===== config.mk =====
export PLATFORM = sky130hd
export DESIGN_NAME = period_meter
export DESIGN_NICKNAME = d
export VERILOG_FILES = /design/src/rtl/period_meter_pkg.sv /design/src/rtl/period_log2_enc.sv /design/src/rtl/period_meter.sv
export SDC_FILE = /design/constraint.sdc
export NUM_CORES = 1
export LEC_CHECK = 0
export BUFFER_PORTS_ARGS = -buffer_cell sky130_fd_sc_hd__buf_2
export CAP_MARGIN = 20
export CORE_MARGIN = 10
export CORE_UTILIZATION = 50
export DETAILED_ROUTE_END_ITERATION = 10
export HOLD_SLACK_MARGIN = 0.12
export PLACE_DENSITY = 0.71
export SYNTH_ARGS = -nofsm -noshare
export SYNTH_HDL_FRONTEND = slang
export SYNTH_HIERARCHICAL = 1
export SYNTH_SLANG_ARGS = --single-unit

===== constraint.sdc =====
create_clock -name clk_in -period 3.3 [get_ports clk_in]
set_input_delay 0.165 -clock clk_in [delete_from_list [all_inputs] [get_ports clk_in]]
set_output_delay 0.165 -clock clk_in [all_outputs]
set_load 0.005 [all_outputs]

===== src/rtl/period_meter_pkg.sv =====
// ============================================================================
// Module      : period_meter_pkg
// Description : Shared state encoding and constants for the period meter.
// Revision    : 1.0 - initial release
// ============================================================================
`default_nettype none

package period_meter_pkg;

    typedef enum logic [0:0] {
        S_IDLE    = 1'b0,
        S_MEASURE = 1'b1
    } state_t;

    // Count value loaded on the cycle after any edge that starts a measurement
    localparam int unsigned c_count_reload = 1;

endpackage

`default_nettype wire


===== src/rtl/period_log2_enc.sv =====
// ============================================================================
// Module      : period_log2_enc
// Description : Maps a measured period to the timer ceiling value whose
//               period matches: COUNTER_WIDTH - floor(log2(period-1)), clamped.
// Revision    : 1.0 - initial release
// ============================================================================
`default_nettype none

module period_log2_enc #(
    parameter int COUNTER_WIDTH = 25,
    parameter int CEILING_WIDTH = 4
) (
    input  logic [COUNTER_WIDTH:0]   i_period,
    output logic [CEILING_WIDTH-1:0] o_ceiling
);

    localparam int c_w   = COUNTER_WIDTH + 1;
    localparam int c_max = (1 << CEILING_WIDTH) - 1;

    logic [c_w-1:0] w_span;
    int             w_lg;
    int             w_diff;

    assign w_span = i_period - 1'b1;

    // Highest set bit of (period-1); a zero span is treated as log2 = 0
    always_comb begin
        w_lg = 0;
        for (int i = 0; i < c_w; i++) begin
            if (w_span[i]) begin
                w_lg = i;
            end
        end
        w_diff = COUNTER_WIDTH - w_lg;
        if (w_diff < 0) begin
            o_ceiling = '0;
        end else if (w_diff > c_max) begin
            o_ceiling = CEILING_WIDTH'(c_max);
        end else begin
            o_ceiling = CEILING_WIDTH'(w_diff);
        end
    end

endmodule

`default_nettype wire


===== src/rtl/period_meter.sv =====
// ============================================================================
// Module      : period_meter
// Description : Measures clk_in cycles between rising edges of tick_in and
//               presents each result through a valid/ready register.
//               Macro PERIOD_METER_CEILING_EN enables the ceiling encoder;
//               without it ceiling_out is tied to zero.
// Revision    : 1.0 - initial release
// ============================================================================
`default_nettype none

module period_meter #(
    parameter int COUNTER_WIDTH = 25,
    parameter int CEILING_WIDTH = 4
) (
    input  logic                     clk_in,
    input  logic                     reset_in,
    input  logic                     tick_in,
    output logic [COUNTER_WIDTH:0]   period_out,
    output logic [CEILING_WIDTH-1:0] ceiling_out,
    output logic                     overflow_out,
    output logic                     valid_out,
    input  logic                     ready_in,
    output logic                     overrun_out
);

    import period_meter_pkg::*;

    localparam int c_w = COUNTER_WIDTH + 1;

    state_t                   r_state;
    state_t                   w_state_next;
    logic [c_w-1:0]           r_count;
    logic [c_w-1:0]           w_count_next;
    logic                     r_tick_prev;
    logic                     w_edge;
    logic                     w_done;
    logic                     w_done_ovf;
    logic [CEILING_WIDTH-1:0] w_ceiling;

    logic [c_w-1:0]           r_period;
    logic [CEILING_WIDTH-1:0] r_ceiling;
    logic                     r_overflow;
    logic                     r_valid;
    logic                     r_overrun;

    assign w_edge = tick_in & ~r_tick_prev;

    always_ff @(posedge clk_in) begin
        if (reset_in) begin
            r_state     <= S_IDLE;
            r_count     <= '0;
            r_tick_prev <= 1'b0;
        end else begin
            r_state     <= w_state_next;
            r_count     <= w_count_next;
            r_tick_prev <= tick_in;
        end
    end

    // An edge coinciding with saturation wins: it is a real period, not a timeout
    always_comb begin
        w_state_next = r_state;
        w_count_next = r_count;
        w_done       = 1'b0;
        w_done_ovf   = 1'b0;
        case (r_state)
            S_IDLE: begin
                if (w_edge) begin
                    w_state_next = S_MEASURE;
                    w_count_next = c_w'(c_count_reload);
                end
            end
            S_MEASURE: begin
                if (w_edge) begin
                    w_done       = 1'b1;
                    w_count_next = c_w'(c_count_reload);
                end else if (&r_count) begin
                    w_done       = 1'b1;
                    w_done_ovf   = 1'b1;
                    w_state_next = S_IDLE;
                    w_count_next = '0;
                end else begin
                    w_count_next = r_count + 1'b1;
                end
            end
            default: begin
                w_state_next = S_IDLE;
                w_count_next = '0;
            end
        endcase
    end

`ifdef PERIOD_METER_CEILING_EN
    period_log2_enc #(
        .COUNTER_WIDTH (COUNTER_WIDTH),
        .CEILING_WIDTH (CEILING_WIDTH)
    ) u_log2_enc (
        .i_period  (r_count),
        .o_ceiling (w_ceiling)
    );
`else
    assign w_ceiling = '0;
`endif

    // A result completing against a stalled, still-full register is dropped
    always_ff @(posedge clk_in) begin
        if (reset_in) begin
            r_period   <= '0;
            r_ceiling  <= '0;
            r_overflow <= 1'b0;
            r_valid    <= 1'b0;
            r_overrun  <= 1'b0;
        end else begin
            r_overrun <= 1'b0;
            if (w_done && r_valid && !ready_in) begin
                r_overrun <= 1'b1;
            end else if (w_done) begin
                r_valid    <= 1'b1;
                r_period   <= r_count;
                r_overflow <= w_done_ovf;
                r_ceiling  <= w_done_ovf ? '0 : w_ceiling;
            end else if (r_valid && ready_in) begin
                r_valid <= 1'b0;
            end
        end
    end

    assign period_out   = r_period;
    assign ceiling_out  = r_ceiling;
    assign overflow_out = r_overflow;
    assign valid_out    = r_valid;
    assign overrun_out  = r_overrun;

endmodule

`default_nettype wire


==> out/qor.yml <==
clock_network:
  clk_latency_ps: 330
  htree_levels: 3
  clockBufferDepth: 2
  cts_resized: 0
  numCtsBuffers: 9
  postCtsHoldBufs: 1
  cts_tree: "done"
  post_cts_buffers: 0
  cts-root-buf: "clkbuf_8"
  clock_sinks: 57
  clk_pin_slew_worst_paths_ps: 60
global_route:
  antenna_found_initial: 0
  grt_pass1_wl_um: 10300
  use_met2: 0.231
  top_usage_layer: "met2"
  grt_max_degree: 44
  grt_usage: 0.150
  grtUsageMet3: 0.0490
  overflow: 0
  grtUsageMet1: 0.189
  grt_pass1_vias: 2132
layout:
  utilization: 0.598
  layout-drive-gt1-share: 0.169
  nets: 338
  fill_cells: 451
  syn2layout_area_growth_pct: 14.0
  n_antenna_cell: 0
  layout.cells.non_filler: 404
  fin_area_sq_um: 2860
pwr:
  pwr-share-comb: 0.043
  power_density_nw_per_um2: 473
  vdd_drop_max_mv: 0.282
  pwr-share-clk: 0.440
  internal_power_mw: 1.03
  p_total_mw: 1.35
  leakage_nw: 1.10
  power_frac_seq: 0.517
  switching_power_mw: 0.321
  p_sw_frac: 0.237
floorplan:
  chipHeight_um: 90.9
  ios: 37
  dieArea_sq_um: 8260
  row_count: 25
  core_sq_um: 4790
  initial_core_util: 0.525
  die_w_um: 90.9
setup_path:
  crit_chain: "ha_1 -> nand4_1 -> nor4_1 -> and2_1 -> o211ai_2 -> buf_16 -> nand2_1 -> a21oi_1"
  cp_data_required_time_ps: 3480
  crit_arrival_ps: 2660
  crit_buf_inv: 1
  r2r.worst_path.cells: 8
  cp_slowest_stage_delay_ps: 470
  cp-end-kind: "flip-flop"
  timing.rr.start: "r_count[0]$_SDFFE_PP0P_"
  slowest_stage: "and2_1"
  worstPathMaxFanout: 22
  worstSetupStartpointType: "flip-flop"
  timing_worst_setup_path_type: "reg2reg"
  path_delay_family: "simple AND/OR/NAND/NOR gates"
  crit_start: "r_count[0]$_SDFFE_PP0P_"
  cp_num_cells: 8
detailed_routing:
  drtAntennaViolNets: 0
  wire_per_inst_um: 14.8
  vias: 2239
  postRouteWirelength_um: 6000
  dr.pass1.iters: 4
  first_iter_violations: 199
  viasPerCell: 5.54
  drc: 0
logic_synthesis:
  yosys_most_used_dff: "dfxtp_1"
  syn_area_per_cell_sq_um: 8.15
  yosysUniqueCellTypes: 45
  synthArstFlopShare: 0
  netlist_instances: 308
  yosysWarnings: 6
  synth_edf_count: 0
  ys_ff_latch: 57
  seq_area_frac_synth: 0.454
  synth_area_sq_um: 2510
sta:
  fin_tns_setup_ps: 0
  tightest_slew_ps: 754
  relSlewSlack: 0.497
  layout_min_cycle_time_ps: 2480
  fin_crit_sh: 0.751
  hold_viol_final: 0
  setup_viol: 0
  fmax_ghz: 0.403
  finClkSkew_ps: 5.45
  maxSlewViolCount: 0
  grt_setup_unrepaired: "no"
min_path:
  hold_path.class: "in2reg"
  hp-start: "ready_in"
  whs_path_depth: 3
placed_design:
  port_buffers: 32
  gp_congestion: 0.885
  placed_cell_area_sq_um: 2670
  dpl.cell_count: 388
  dp_hpwl_um: 4070
job:
  drv_cap: 0
status:
  run_status: "finished, final reports clean"
-- path summary, 6_finish.rpt --
kind	endpoint	slack (ps)
min	overrun_out$_SDFF_PP0_	210
max reg2reg	period_out[4]$_SDFFE_PP0P_	820
min reg2reg	period_out[21]$_SDFFE_PP0P_	450
max	period_out[4]$_SDFFE_PP0P_	820
-- kinds of logic (layout without fill, tap and decap cells) --
logic type | Yosys count | after routing | synth area share
adders and majority gates | 1 | 1 | 0.00498
buffers and inverters | 27 | 53 | 0.0558
DFF | 57 | 57 | 0.454
AOI/OAI and AO/OA | 65 | 65 | 0.154
xor gates and xnor gates | 9 | 9 | 0.0314
and+or+nand+nor | 148 | 148 | 0.297
other | 1 | 4 | 0.00149
-- synth_stat cells, types with 2 or more instances --
cell type | number | share of area
buf_4 | 6 | 0.018
clkbuf_1 | 10 | 0.015
nand3b_1 | 3 | 0.0090
and2_1 | 4 | 0.010
a31oi_1 | 3 | 0.0075
a21oi_1 | 38 | 0.076
nor4_1 | 2 | 0.0050
inv_1 | 3 | 0.0045
nand3_1 | 14 | 0.028
o41ai_1 | 4 | 0.014
dfxtp_1 | 57 | 0.45
nor2_1 | 17 | 0.025
or3_1 | 4 | 0.010
nor2b_1 | 3 | 0.0075
xnor2_1 | 3 | 0.010
nand2_1 | 66 | 0.099
o211a_1 | 3 | 0.012
nor3_1 | 10 | 0.020
xor2_1 | 6 | 0.021
nand2b_1 | 3 | 0.0075
and4_1 | 6 | 0.021
o21ai_0 | 9 | 0.018
buf_2 | 7 | 0.014
nand4_1 | 6 | 0.015
-- flip-flops by register name, summed over array words and instances, names as in the netlist --
name	count
valid_out	1
r_tick_prev	1
period_out	26
overflow_out	1
r_state	1
overrun_out	1
r_count	26
-- power groups by stage --
stage | clock network [mW] | logic, mW | registers (mW)
2_1_floorplan | 0 | 0.0463 | 0.710
4_1_cts | 0.602 | 0.0583 | 0.700
6_report | 0.596 | 0.0587 | 0.700
5_1_grt | 0.643 | 0.0646 | 0.700
3_5_place_dp | 0 | 0.0572 | 0.715
3_3_place_gp | 0 | 0.0528 | 0.715
-- stage by stage --
stage,hold slack [ps],setup WS [ps]
after floorplan,293,1470
after global placement,407,657
after detailed placement,435,802
after CTS,198,792
after global routing,237,479
final,207,821
-- cells in the final DEF, fill, tap and decap left out, types with 2 or more instances in the layout --
cell type,count
conb_1,4
nand2_1,66
or3_1,4
a31oi_1,3
nand4_1,6
o41ai_1,4
nor2b_1,3
a21oi_1,38
nand3_1,14
and4_1,6
o21ai_0,9
nor4_1,2
nor2_1,17
dfxtp_1,57
xor2_1,6
clkinv_2,3
nor3_1,10
o211a_1,3
buf_2,32
xnor2_1,3
nand2b_1,3
inv_1,3
clkbuf_8,12
and2_1,4
nand3b_1,3
-- worst register-to-register path, cell delays in order (launching register included) --
cell and delay, ps:
dfxtp_1 400, ha_1 310, nand4_1 160, nor4_1 290, and2_1 470, o211ai_2 290, buf_16 270, nand2_1 80
a21oi_1 60
-- cell type report --
cell class / instances / area [sq um] / share of cell area
Clock buffer: 12 / 165 / 0.0577
Clock inverter: 3 / 15.0 / 0.00524
Inverter: 3 / 11.3 / 0.00393
Multi-Input combinational cell: 227 / 1240 / 0.434
Sequential cell: 57 / 1140 / 0.399
Tap cell: 67 / 83.8 / 0.0293
Timing Repair Buffer: 35 / 205 / 0.0717
-- layer usage --
metal  part of all wire  routed length, um  vias to the layer above
met4              0.018                110                        0
met3              0.066                393                       12
met2               0.47               2850                       62
met1               0.44               2650                     1051
li1                   -                  -                     1114
met5                  0                  0                        -
No activity file was read; power rests on OpenSTA's default activity.
